--- src/rtl/shift_seq_pkg.sv ---
// Shared op-codes, FSM state type and op classification for the shift sequencer.
package shift_seq_pkg;

  localparam int unsigned OP_W = 3;

  localparam logic [OP_W-1:0] OP_PASS = 3'b000;
  localparam logic [OP_W-1:0] OP_SHL  = 3'b001;
  localparam logic [OP_W-1:0] OP_SHR  = 3'b010;
  localparam logic [OP_W-1:0] OP_SAR  = 3'b011;
  localparam logic [OP_W-1:0] OP_ROL  = 3'b100;
  localparam logic [OP_W-1:0] OP_ROR  = 3'b101;

  typedef enum logic [1:0] {
    ST_IDLE  = 2'd0,
    ST_SHIFT = 2'd1,
    ST_DONE  = 2'd2
  } state_t;

  // True for op-codes that move bits; 000/110/111 pass the operand through.
  function automatic logic op_shifts(input logic [OP_W-1:0] op);
    return (op == OP_SHL) || (op == OP_SHR) || (op == OP_SAR) ||
           (op == OP_ROL) || (op == OP_ROR);
  endfunction

endpackage

--- src/rtl/shift_sequencer_step.sv ---
// shift_step: one single-position shift/rotate of a word, plus the bit moved out.
module shift_step
  import shift_seq_pkg::*;
#(
  parameter int unsigned WIDTH = 4
) (
  input  logic [WIDTH-1:0] i_word,
  input  logic [OP_W-1:0]  i_op,
  output logic [WIDTH-1:0] o_word_c,
  output logic             o_carry_c
);

  // Select the one-step result; non-shifting op-codes leave the word untouched.
  always_comb begin
    o_word_c  = i_word;
    o_carry_c = 1'b0;
    case (i_op)
      OP_SHL: begin
        o_word_c  = {i_word[WIDTH-2:0], 1'b0};
        o_carry_c = i_word[WIDTH-1];
      end
      OP_SHR: begin
        o_word_c  = {1'b0, i_word[WIDTH-1:1]};
        o_carry_c = i_word[0];
      end
      OP_SAR: begin
        o_word_c  = {i_word[WIDTH-1], i_word[WIDTH-1:1]};
        o_carry_c = i_word[0];
      end
      OP_ROL: begin
        o_word_c  = {i_word[WIDTH-2:0], i_word[WIDTH-1]};
        o_carry_c = i_word[WIDTH-1];
      end
      OP_ROR: begin
        o_word_c  = {i_word[0], i_word[WIDTH-1:1]};
        o_carry_c = i_word[0];
      end
      default: begin
        o_word_c  = i_word;
        o_carry_c = 1'b0;
      end
    endcase
  end

endmodule

--- src/rtl/shift_sequencer.sv ---
// shift_sequencer: accepts one command, applies one shift step per clock, then
// holds the result until the consumer takes it.
// Optional build macro SHIFT_SEQ_FLAGS_EN adds res_carry / res_zero outputs.
module shift_sequencer
  import shift_seq_pkg::*;
#(
  parameter int unsigned WIDTH = 4,
  parameter int unsigned CNT_W = 3
) (
  input  logic             clk,
  input  logic             rst_n,
  input  logic             cmd_valid,
  output logic             cmd_ready,
  input  logic [OP_W-1:0]  cmd_op,
  input  logic [CNT_W-1:0] cmd_amt,
  input  logic [WIDTH-1:0] cmd_word,
  output logic             res_valid,
  input  logic             res_ready,
  output logic [WIDTH-1:0] res_word,
  output logic             busy
`ifdef SHIFT_SEQ_FLAGS_EN
  ,
  output logic             res_carry,
  output logic             res_zero
`endif
);

  logic [1:0]       r_rst_sync;
  logic             w_rst_n;
  state_t           r_state;
  logic [OP_W-1:0]  r_op;
  logic [CNT_W-1:0] r_count;
  logic [WIDTH-1:0] r_word;
  logic             r_res_valid;
  logic             r_cmd_ready;
  logic             r_busy;
  logic [WIDTH-1:0] w_step_word;
  logic             w_step_carry;
`ifdef SHIFT_SEQ_FLAGS_EN
  logic             r_carry;
  logic             r_zero;
`endif

  // Reset asserts immediately and releases on a clock edge two cycles later.
  always_ff @(posedge clk or negedge rst_n) begin
    if (!rst_n) r_rst_sync <= 2'b00;
    else        r_rst_sync <= {r_rst_sync[0], 1'b1};
  end

  assign w_rst_n = r_rst_sync[1];

  shift_step #(.WIDTH(WIDTH)) u_step (
    .i_word    (r_word),
    .i_op      (r_op),
    .o_word_c  (w_step_word),
    .o_carry_c (w_step_carry)
  );

  // Sequencer FSM: IDLE accepts, SHIFT steps once per clock, DONE holds the result.
  always_ff @(posedge clk or negedge w_rst_n) begin
    if (!w_rst_n) begin
      r_state     <= ST_IDLE;
      r_op        <= OP_PASS;
      r_count     <= '0;
      r_word      <= '0;
      r_res_valid <= 1'b0;
      r_cmd_ready <= 1'b1;
      r_busy      <= 1'b0;
`ifdef SHIFT_SEQ_FLAGS_EN
      r_carry     <= 1'b0;
      r_zero      <= 1'b0;
`endif
    end else begin
      case (r_state)
        ST_IDLE: begin
          if (cmd_valid) begin
            r_word      <= cmd_word;
            r_op        <= cmd_op;
            r_cmd_ready <= 1'b0;
            r_busy      <= 1'b1;
`ifdef SHIFT_SEQ_FLAGS_EN
            r_carry     <= 1'b0;
`endif
            if (op_shifts(cmd_op) && (cmd_amt != '0)) begin
              r_count <= cmd_amt;
              r_state <= ST_SHIFT;
            end else begin
              r_count     <= '0;
              r_res_valid <= 1'b1;
              r_state     <= ST_DONE;
`ifdef SHIFT_SEQ_FLAGS_EN
              r_zero      <= (cmd_word == '0);
`endif
            end
          end
        end
        ST_SHIFT: begin
          r_word  <= w_step_word;
          r_count <= r_count - CNT_W'(1);
`ifdef SHIFT_SEQ_FLAGS_EN
          r_carry <= w_step_carry;
`endif
          if (r_count == CNT_W'(1)) begin
            r_res_valid <= 1'b1;
            r_state     <= ST_DONE;
`ifdef SHIFT_SEQ_FLAGS_EN
            r_zero      <= (w_step_word == '0);
`endif
          end
        end
        ST_DONE: begin
          // Returning to IDLE first keeps a waiting command from being taken on this edge.
          if (res_ready) begin
            r_res_valid <= 1'b0;
            r_busy      <= 1'b0;
            r_cmd_ready <= 1'b1;
            r_state     <= ST_IDLE;
          end
        end
        default: begin
          r_res_valid <= 1'b0;
          r_busy      <= 1'b0;
          r_cmd_ready <= 1'b1;
          r_state     <= ST_IDLE;
        end
      endcase
    end
  end

  assign cmd_ready = r_cmd_ready;
  assign res_valid = r_res_valid;
  assign res_word  = r_word;
  assign busy      = r_busy;
`ifdef SHIFT_SEQ_FLAGS_EN
  assign res_carry = r_carry;
  assign res_zero  = r_zero;
`endif

endmodule

--- config.mk ---
export PLATFORM = sky130hd
export DESIGN_NAME = shift_sequencer
export DESIGN_NICKNAME = d
export VERILOG_FILES = /design/src/rtl/shift_seq_pkg.sv /design/src/rtl/shift_sequencer_step.sv /design/src/rtl/shift_sequencer.sv
export SDC_FILE = /design/constraint.sdc
export NUM_CORES = 1
export LEC_CHECK = 0
export CORE_MARGIN = 4
export CORE_UTILIZATION = 30
export CTS_CLUSTER_SIZE = 10
export DETAILED_ROUTE_END_ITERATION = 8
export GPL_TIMING_DRIVEN = 0
export HOLD_SLACK_MARGIN = 0.15
export PLACE_DENSITY = 0.56
export SLEW_MARGIN = 20
export SYNTH_ARGS = -nofsm -noshare
export SYNTH_HDL_FRONTEND = slang
export SYNTH_SLANG_ARGS = --single-unit
--- constraint.sdc ---
create_clock -name clk -period 0.8 [get_ports clk]
set_input_delay 0.2 -clock clk [delete_from_list [all_inputs] [get_ports clk]]
set_output_delay 0.2 -clock clk [all_outputs]
set_load 0.01 [all_outputs]
# Yosys cells after proc, flatten, opt, wreduce, memory -nomap -nowiden
# Cells that the tools add are included.
# word_totals
register_bits,17
latch_bits,0
ram_bits,0
romBits,0
out_inout_bits,7
memories,0
# classes
add_sub_neg,1
n_mul,0
div_mod_pow,0
n_lt_le_gt_ge,0
eq_ne,20
shift,0
n_mux,21
n_bitwise,1
reduce_logical,15
# op_table
cell,count
$pmux 4 s5,1
$eq 3x2->1 const B,4
$eq 3x3->1 const B,4
$ne 2x2->1 const B,5
$eq 3x1->1 const B,3
$pmux 1 s3,3
$reduce_and 3->1,3
$mux 2,4
$pmux 4 s2,1
$reduce_and 4->1,2
$mux 1,7
$mux 3,2
$ne 6x1->1 const B,1
$pmux 2 s3,1
$pmux 3 s2,1
$ne 5x1->1 const B,1
$logic_or 1x1->1,4
$mux 4,1
$reduce_and 2->1,2
$reduce_bool 3->1,1
$sub 3x1->3 const B,1
$eq 2x1->1 const B,1
$eq 2x2->1 const B,1
$logic_not 2->1,1
other kinds (3),3

# Logic depth before layout (Yosys ltp)
# Gate-level depths: netlist of the first run.
# logic_depth
ltp_word,9
depth_mapped,6
depth_no_buf,6

# By module
# Synthesis of the first run repeated with hierarchy kept, for this count alone.
# hier_totals
hier_cells,107
hier_area_um2,1014.7
# modules_own_cells
module,n_inst,cells_each,area_per_inst_um2,seq_area_each_um2
shift_sequencer,1,72,798.3,426.7
shift_step,1,35,216.5,0.0

# Worst setup path before layout of the first run
# No wires, ideal clock.
# synth_timing
kind,reg2reg
startpoint,register r_op[2]
endpoint,register r_word[2] (netlist: res_word[2])
setup_ps,121
arrival_ps,1286
required_ps,679
slack_ps,-607
path_stages_with_launch,6
period_less_slack_ps,1407
cell_sequence,dfrtp_1 > buf_6 > or3_4 > a31oi_4 > nor2_2 > a22o_1
# synth_between
elab_chain_len,3
# synth_rtl
element,line_no,rtl
start: declaration,shift_sequencer.sv:31,logic [OP_W-1:0] r_op;
start signal: assignment,shift_sequencer.sv:78,r_op <= cmd_op;
"$eq 3x3->1, or another cell as far along",shift_sequencer_step.sv:17,case (i_op)
$pmux 4 s5 / $ne 6x1->1 (equally long branches),n/a,
$pmux 4 s2 / $reduce_and 3->1 (equally long branches),n/a,
end signal: assignment,shift_sequencer.sv:77,r_word <= cmd_word;
end signal: assignment,shift_sequencer.sv:98,r_word <= w_step_word;
end: declaration,shift_sequencer.sv:33,logic [WIDTH-1:0] r_word;
# Several ways; a longest one is shown, not always the timed one.
# A chain may end at the register's enable or synchronous reset.

# Worst setup path in the final report of the first run
# layout_timing
startpoint,register r_op[2]
endpoint,register r_word[1] (netlist: res_word[1])
# Same word-level chain as after synthesis.

==> results of run 1 <==
==> power groups by stage <==
stage	sequential (mW)	clock [mW]	combinational [mW]
after CTS	1.64	0.492	4.07
after floorplan	1.77	0	2.18
after detailed placement	1.78	0	3.05
final	1.74	0.473	4.69
after global placement	1.77	0	3.00
after global routing	1.81	0.529	5.04
==> layout by cell type, fill, tap and decap left out, types with 3 or more instances in the layout <==
cell,instances
a21oi_1,3
buf_6,17
dfrtp_1,11
buf_4,13
inv_1,5
dlygate4sd2_1,4
mux2_2,4
mux2_4,3
nand2_1,7
buf_2,3
nand2b_1,3
nor2_1,8
nor2_2,3
clkdlybuf4s50_1,9
mux2i_1,3
clkbuf_4,3
dfrtp_2,5
==> area by class of cell <==
type | count | share of cell area (%)
multi-input cells | 75 | 40.4
repair buffers | 46 | 25.6
flip-flops and latches | 17 | 25.4
well taps | 44 | 3.23
plain buffers | 4 | 2.50
clock buffers | 4 | 1.54
inverters | 6 | 1.32
==> per-layer routing <==
layer  track usage, %  wire [um]
met1             15.6       1180
met2             20.9       1370
met3             3.57         84
met4             2.79         29
met5                0          0
==> registers in the layout (all words and copies together), names as in the netlist <==
register    flops
res_word        4
res_valid       1
r_state         2
r_count         3
r_rst_sync      2
busy            1
cmd_ready       1
r_op            3
==> what timing repair did <==
| action | CTS | global route |
|---|---|---|
| pin swaps | 9 | 9 |
| hold buffers | 1 | 0 |
| resized for setup | 54 | 31 |
| hold endpoints to repair | 2 | 0 |
| endpoints found under the setup margin | 22 | 36 |
| setup buffers | 18 | 12 |
==> path summary, 6_finish.rpt <==
kind,to,slack [ps],cells after the start,startpoint
setup / recovery,res_word[1],-640,4,r_op[2]
hold / removal,busy,160,0,r_rst_sync[1]
setup reg to reg,res_word[1],-640,4,r_op[2]
hold reg to reg,busy,160,0,r_rst_sync[1]
max in group asynchronous,r_rst_sync[1],60,2,rst_n
min in group clk,r_op[0],330,2,cmd_op[0]
==> synthesized netlist by cell type, types with 2 or more instances <==
cell type	count	area [um^2]
ha_1	2	25.0
a31oi_1	2	12.5
o21ai_0	5	25.0
nand2b_1	3	18.8
a22o_1	2	17.5
dfrtp_1	16	400
mux2i_1	3	30.0
buf_2	2	10.0
nor3_1	3	15.0
inv_1	6	22.5
nand2_1	9	33.8
a21oi_1	6	30.0
nor2_1	11	41.3
mux2_2	7	78.8
nor2b_1	3	18.8
==> per-stage QoR <==
step           TNS (ps)  util (%)  hold slack, ps  std cells  area, um^2
2_1_floorplan     -6020         -           -95.6        103        1070
3_3_place_gp     -14470      42.4             294        167        1330
3_5_place_dp     -14820      42.4             278        167        1330
4_1_cts           -9100      50.0             271        190        1570
5_1_grt          -10370      54.5             207        196        1700
6_report          -9240      54.5             160        196        1700
==> cells by family after synthesis <==
logic type | count (synthesis)
DFF | 17
adders and majority gates | 2
AOI/OAI and AO/OA | 27
other | 1
and+or+nand+nor | 35
muxes | 10
buffers and inverters | 11
==> results.sh, run 1 <==
export IMPL_status="complete, but fails checks"
export IMPL_violations="negative setup slack"
export IMPL_synth_compound_area_share_pct=20.5
export IMPL_syn_nets=119
export IMPL_synthXorXnorAreaFrac_pct=0
export IMPL_pwr_share_clk_pct=6.9
export IMPL_async_flop_share_pct=100
export IMPL_setup_violations=22
export IMPL_synth_edf_count=0
export IMPL_dieWidth_um=66.1
export IMPL_cp_end_kind="flop"
export IMPL_power_leakage_nw=0.745
export IMPL_gp_congestion=0.738
export IMPL_routed_wl_um=2670
export IMPL_drive_gt1_share_pct=51.3
export IMPL_synth_top_family_by_area="compound AO/OA/AOI/OAI gates"
export IMPL_numPortBuffers=20
export IMPL_finalNetCount=169
export IMPL_register_area_um2=433
export IMPL_io_pins=21
export IMPL_multi_input_area_um2=688
export IMPL_clock_sinks=17
export IMPL_initial_core_util_pct=32.4
export IMPL_cp_start_kind="flop"
export IMPL_worstSetupPathType="flop to flop"
export IMPL_synth_seq_area_share_pct=42.2
export IMPL_clock_path_buffers=2
export IMPL_hold_viol_final=0
export IMPL_pwr_share_seq_pct=25.2
export IMPL_yosys_warnings=0
export IMPL_cp_top_family="simple AND/OR/NAND/NOR gates"
export IMPL_max_freq_mhz=695
export IMPL_fp_dieH_um=66.1
export IMPL_crit_buf_inv=0
export IMPL_power_mw=6.90
export IMPL_power_density_nw_per_um2=4050
export IMPL_grt_pass1_vias=936
export IMPL_grt_overflow=0
export IMPL_fin_ws_ps=-638
export IMPL_insertion_delay_ps=300
export IMPL_dp_hpwl_um=1650
export IMPL_area_delta_synth_final_pct=68.4
export IMPL_drcViolationCount=0
export IMPL_fin_crit_ps=1440
export IMPL_crit_path_max_incr_delay_ps=450
export IMPL_ys_seq_elements=17
export IMPL_rows=20
export IMPL_core_um2=3130
export IMPL_syn_area_per_cell_um2=9.83
export IMPL_firstDrtPassIters=4
export IMPL_antenna_found_initial=0
export IMPL_dieArea_um2=4370
export IMPL_synthSimpleGateAreaFrac_pct=18.3
export IMPL_pwr_share_comb_pct=68.0
export IMPL_cts_tree="done"
export IMPL_crit_chain="or3_4 -> a31oi_4 -> nor2_1 -> a22o_1"
export IMPL_final_period_utilization_pct=180
export IMPL_grt_start_max_net_pins=16
export IMPL_grt_total_usage_pct=12.4
export IMPL_syn_area_um2=1010
export IMPL_p_switching_mw=2.70
export IMPL_cp_arrival_ps=1630
export IMPL_syn_inst=103
export IMPL_cts_root_buf="clkbuf_4"
export IMPL_drt_iter0_markers=66
export IMPL_skew_ps=11.8
export IMPL_ys_types=38
export IMPL_cts_buffers=3
export IMPL_min_path_type="flop to async pin"
export IMPL_routedWlPerCell_um=13.6
export IMPL_fillCellCount=289
export IMPL_intPower_mw=4.19
export IMPL_vdd_drop_max_uv=2050
export IMPL_maxCapViolations=0
export IMPL_viasPerCell=4.79
export IMPL_grt_pass1_wl_um=4230
export IMPL_rsz0062_at_grt="yes"
export IMPL_synth_adder_area_share_pct=2.47
export IMPL_num_antenna_cells=0
export IMPL_cp_max_fo=6
export IMPL_slowest_stage="dfrtp_2"
export IMPL_clk_pin_slew_worst_paths_ps=110
export IMPL_antenna_left=0
export IMPL_via_count=939
export IMPL_dp_slack_ps=-986
export IMPL_netSwitchingFraction_pct=39.2
export IMPL_htreeDepth=1
export IMPL_drv_slew=0
export IMPL_synth_area_mux_share_pct=10.8
export IMPL_critical_path_required_ps=1000
export IMPL_ys_flop_type="dfrtp_1"
Power figures use the tool's default switching activity.
==> inputs of run 2 (changes only) <==
--- a/config.mk
+++ b/config.mk
@@ -5,7 +5,7 @@
 export SDC_FILE = /design/constraint.sdc
 export NUM_CORES = 1
 export LEC_CHECK = 0
-export CORE_MARGIN = 4
+export CORE_MARGIN = 2
 export CORE_UTILIZATION = 30
 export CTS_CLUSTER_SIZE = 10
 export DETAILED_ROUTE_END_ITERATION = 8
==> run 2 against run 1 <==
  * The flow still finishes with violations (negative setup slack)
  * Utilization shrank 6.8 points
  * Sequential power is essentially flat
  * Combinational power shrank 14%
  * Via count shrank 0.53%
  * Clock-buffer cell count is the same
  * Sequential share of layout area grew 2.2 points
  * Global-route usage grew 1.4 points
  * Register-to-register slack is essentially flat
  * Power shrank 9.9%
  * Clock skew shrank 6.4 ps
==> results.sh, run 2 (synthesized netlist as in run 1, its figures left out) <==
export IMPL_status="complete, but fails checks"
export IMPL_violations="negative setup slack"
export IMPL_final_period_utilization_pct=179
export IMPL_fin_crit_ps=1430
export IMPL_worstReg2RegEnd="res_word[1]"
export IMPL_grt_pass1_wl_um=3900
export IMPL_crit_buf_inv=0
export IMPL_rows=21
export IMPL_rsz0062_at_grt="yes"
export IMPL_core_um2=3280
export IMPL_r2r_slack_ps=-630
export IMPL_dp_hpwl_um=1540
export IMPL_power_mw=6.22
export IMPL_stdcell_count=194
export IMPL_initial_core_util_pct=30.8
export IMPL_routed_wl_um=2380
export IMPL_largest_reg_flops=4
export IMPL_via_count=934
export IMPL_clock_path_buffers=2
export IMPL_finalNetCount=165
export IMPL_crit_chain="or3_4 -> a31oi_4 -> nor2_1 -> a22o_1"
export IMPL_worstSetupPathType="flop to flop"
export IMPL_dieWidth_um=62.1
export IMPL_slowest_stage="dfrtp_2"
export IMPL_cp_end_kind="flop"
export IMPL_min_path_type="flop to async pin"
export IMPL_hold_viol_final=0
export IMPL_skew_ps=5.38
export IMPL_io_pins=21
export IMPL_drive_gt1_share_pct=43.9
export IMPL_cts_root_buf="clkbuf_4"
export IMPL_antenna_found_initial=0
export IMPL_final_util_pct=47.7
export IMPL_drt_iter0_markers=38
export IMPL_reg2reg_depth=4
export IMPL_crit_path_max_incr_delay_ps=470
export IMPL_cp_arrival_ps=1620
export IMPL_grt_start_max_net_pins=16
export IMPL_drcViolationCount=0
export IMPL_register_area_um2=432
export IMPL_area_delta_synth_final_pct=54.6
export IMPL_viasPerCell=4.81
export IMPL_cts_tree="done"
export IMPL_setup_tns_ps=-8840
export IMPL_dieArea_um2=3850
export IMPL_final_common_cell="buf_4"
export IMPL_antenna_left=0
export IMPL_power_leakage_nw=0.700
export IMPL_firstDrtPassIters=6
export IMPL_numPortBuffers=20
export IMPL_fin_ws_ps=-628
export IMPL_grt_overflow=0
export IMPL_dp_cells=169
export IMPL_multi_input_area_um2=626
export IMPL_routedWlPerCell_um=12.3
export IMPL_fp_dieH_um=62.1
export IMPL_whs_ps=174
export IMPL_max_freq_mhz=700
export IMPL_maxCapViolations=0
export IMPL_vdd_drop_max_uv=2390
export IMPL_cp_top_family="simple AND/OR/NAND/NOR gates"
export IMPL_num_antenna_cells=0
export IMPL_htreeDepth=1
export IMPL_fillCellCount=320
export IMPL_cp_max_fo=7
export IMPL_insertion_delay_ps=290
export IMPL_r2r_start="r_op[2]"
export IMPL_critical_path_required_ps=990
export IMPL_clock_sinks=17
export IMPL_clk_pin_slew_worst_paths_ps=100
export IMPL_grt_total_usage_pct=13.8
export IMPL_power_density_nw_per_um2=3970
export IMPL_drv_slew=0
export IMPL_cts_buffers=3
export IMPL_final_cell_mix="16 x buf_4, 12 x dfrtp_1, 12 x clkdlybuf4s50_1"
export IMPL_cp_start_kind="flop"
export IMPL_gp_congestion=0.771
export IMPL_grt_pass1_vias=902
export IMPL_setup_violations=22
[run 2: layout make-up]
cell class	instances	share of cell area, %
plain buffers	4	2.24
clock buffers	4	1.68
inverters	6	1.44
multi-input cells	75	40.0
flip-flops and latches	17	27.6
well taps	46	3.68
repair buffers	42	23.4
[run 2: repair_timing]
| item | CTS | global route |
|---|---|---|
| pin swaps | 5 | 1 |
| resized for setup | 46 | 9 |
| buffers inserted | 18 | 4 |
| setup endpoints to repair | 24 | 22 |
| endpoints found under the hold margin | 2 | 0 |
| hold buffers | 1 | 0 |
[run 2: per-layer routing]
metal	GRT usage, %	vias to the layer above	share of wire (%)
met5	0	-	0
met4	4.56	0	1.0
met3	4.35	2	4.0
met2	23.8	14	51
met1	16.1	459	44
li1	-	459	-
[run 2: worst max path at each step]
stage | depth (start not counted) | from | to | slack (ps)
after floorplan | 5 | r_op[2] | res_word[2] | -610
after global placement | 5 | cmd_op[1] | r_state[1] | -1010
after detailed placement | 5 | cmd_op[1] | r_state[1] | -990
after CTS | 5 | r_op[2] | res_word[1] | -650
after global routing | 4 | r_op[2] | res_word[2] | -680
final | 4 | r_op[2] | res_word[1] | -630
[run 2: where the power goes]
part / switching (mW) / internal (mW) / total [mW]
registers: 0.414 / 1.30 / 1.71
clock network: 0.267 / 0.194 / 0.461
logic: 1.77 / 2.28 / 4.05
[run 2: stage by stage]
| step | area (um^2) | setup slack [ps] |
|---|---|---|
| CTS | 1530 | -649 |
| finish | 1570 | -628 |
| global placement | 1330 | -1010 |
| detailed placement | 1330 | -992 |
| global route | 1570 | -680 |
| floorplan | 1070 | -607 |
==> inputs of run 3 (changes only) <==
--- a/config.mk
+++ b/config.mk
@@ -11,6 +11,7 @@
 export DETAILED_ROUTE_END_ITERATION = 8
 export GPL_TIMING_DRIVEN = 0
 export HOLD_SLACK_MARGIN = 0.15
+export MAX_ROUTING_LAYER = met4
 export PLACE_DENSITY = 0.56
 export SLEW_MARGIN = 20
 export SYNTH_ARGS = -nofsm -noshare
==> constraint.sdc (replaced) <==
create_clock -name clk -period 0.8 [get_ports clk]
set_input_delay 0.2 -clock clk [delete_from_list [all_inputs] [get_ports clk]]
set_output_delay 0.2 -clock clk [all_outputs]
set_load 0.005 [all_outputs]
==> run 3 against run 2 <==
  * The run still ends with negative setup slack left
  * Clock-buffer cell count unchanged
  * Largest power group unchanged
  * Sequential cell count unchanged
  * Global-route usage up 0.69 points
  * Wire length up 7.1%
  * Non-clock buffer count up 3
  * Cell area up 2.6%
  * Clock skew down 1.4 ps
  * Die area unchanged
==> results.sh, run 3 (synthesized netlist as in run 1, its figures left out) <==
export IMPL_stdcell_count=197
export IMPL_vdd_drop_max_uv=2370
export IMPL_cts_tree="done"
export IMPL_clk_pin_slew_worst_paths_ps=100
export IMPL_status="complete, but fails checks"
export IMPL_rows=21
export IMPL_final_period_utilization_pct=181
export IMPL_rsz0062_at_grt="yes"
export IMPL_grt_pass1_wl_um=3970
export IMPL_htreeDepth=1
export IMPL_reg2reg_depth=5
export IMPL_maxCapViolations=0
export IMPL_whs_ps=183
export IMPL_crit_path_max_incr_delay_ps=440
export IMPL_grt_overflow=0
export IMPL_worstSetupPathType="flop to flop"
export IMPL_fp_dieH_um=62.1
export IMPL_routedWlPerCell_um=12.9
export IMPL_max_freq_mhz=692
export IMPL_grt_start_max_net_pins=16
export IMPL_finalNetCount=168
export IMPL_cp_arrival_ps=1640
export IMPL_dp_slack_ps=-992
export IMPL_viasPerCell=4.86
export IMPL_cp_max_fo=7
export IMPL_drv_slew=0
export IMPL_clock_sinks=17
export IMPL_power_mw=6.38
export IMPL_drt_iter0_markers=45
export IMPL_io_pins=21
export IMPL_numPortBuffers=20
export IMPL_cp_start_kind="flop"
export IMPL_cts_root_buf="clkbuf_4"
export IMPL_power_density_nw_per_um2=3970
export IMPL_min_path_type="flop to async pin"
export IMPL_grt_total_usage_pct=14.5
export IMPL_cts_buffers=3
export IMPL_final_util_pct=48.9
export IMPL_gp_congestion=0.781
export IMPL_clock_path_buffers=2
export IMPL_final_common_cell="buf_4"
export IMPL_power_leakage_nw=0.717
export IMPL_insertion_delay_ps=290
export IMPL_dp_cells=169
export IMPL_dpl_cell_area_um2=1330
export IMPL_fin_ws_ps=-645
export IMPL_routed_wl_um=2550
export IMPL_crit_chain="buf_4 -> mux2_2 -> a21oi_1 -> o21ai_1 -> a22o_1"
export IMPL_setup_tns_ps=-9140
export IMPL_drcViolationCount=0
export IMPL_slowest_stage="dfrtp_2"
export IMPL_violations="negative setup slack"
export IMPL_firstDrtPassIters=4
export IMPL_dieWidth_um=62.1
export IMPL_antenna_found_initial=0
export IMPL_initial_core_util_pct=30.8
export IMPL_dp_hpwl_um=1540
export IMPL_critical_path_required_ps=990
export IMPL_cp_end_kind="flop"
export IMPL_largest_reg_flops=4
export IMPL_grt_pass1_vias=909
export IMPL_final_cell_mix="17 x buf_4, 12 x buf_6, 12 x dfrtp_1, 12 x clkdlybuf4s50_1, 9 x nor2_1"
export IMPL_drive_gt1_share_pct=47.0
export IMPL_area_delta_synth_final_pct=58.6
export IMPL_hold_viol_final=0
export IMPL_dieArea_um2=3850
export IMPL_via_count=958
export IMPL_num_antenna_cells=0
export IMPL_core_um2=3280
export IMPL_stdcell_area_um2=1610
export IMPL_setup_violations=22
export IMPL_skew_ps=3.96
export IMPL_antenna_left=0
export IMPL_fin_crit_ps=1440
==> run 3: changes by cell type in the layout (fill, tap and decap cells not counted), sizes merged <==
cell and change:
buf +3
==> run 3: what timing repair did <==
| action | CTS | global route |
|---|---|---|
| setup buffers | 20 | 6 |
| setup endpoints to repair | 24 | 22 |
| pin swaps | 5 | 4 |
| endpoints found under the hold margin | 2 | 0 |
| gates resized for setup | 48 | 13 |
| hold buffers | 1 | 0 |
==> run 3: power breakdown <==
part,internal [mW],switching [mW]
Clock,0.194,0.275
Combinational,2.41,1.78
Sequential,1.30,0.423
==> run 3: worst paths after layout <==
kind,start,end,slack (ps)
max reg2reg,r_op[2],res_word[2],-640
max in group asynchronous,rst_n,r_rst_sync[1],80
max,r_op[2],res_word[2],-640
min reg2reg,r_rst_sync[1],res_word[0],180
min in group clk,r_rst_sync[0],r_rst_sync[1],360
min,r_rst_sync[1],res_word[0],180
==> run 3: routing by layer <==
metal	routed length, um	GRT usage [%]
met5	0	-
met4	24	4.56
met3	96	4.35
met2	1310	24.0
met1	1120	16.8
==> run 3: cell type report <==
class / count / area, um^2
Fill cell: 316 / 1680
Multi-Input combinational cell: 75 / 636
Sequential cell: 17 / 432
Timing Repair Buffer: 45 / 397
Tap cell: 46 / 57.6
Buffer: 4 / 35.0
Clock buffer: 4 / 26.3
Inverter: 6 / 22.5
==> run 3: critical path: cells and delay by family, from the launching register on <==
kind | cells | cell delay, ps
compound gates | 3 | 450
mux | 1 | 320
buf+inv | 1 | 140
flops | 1 | 440
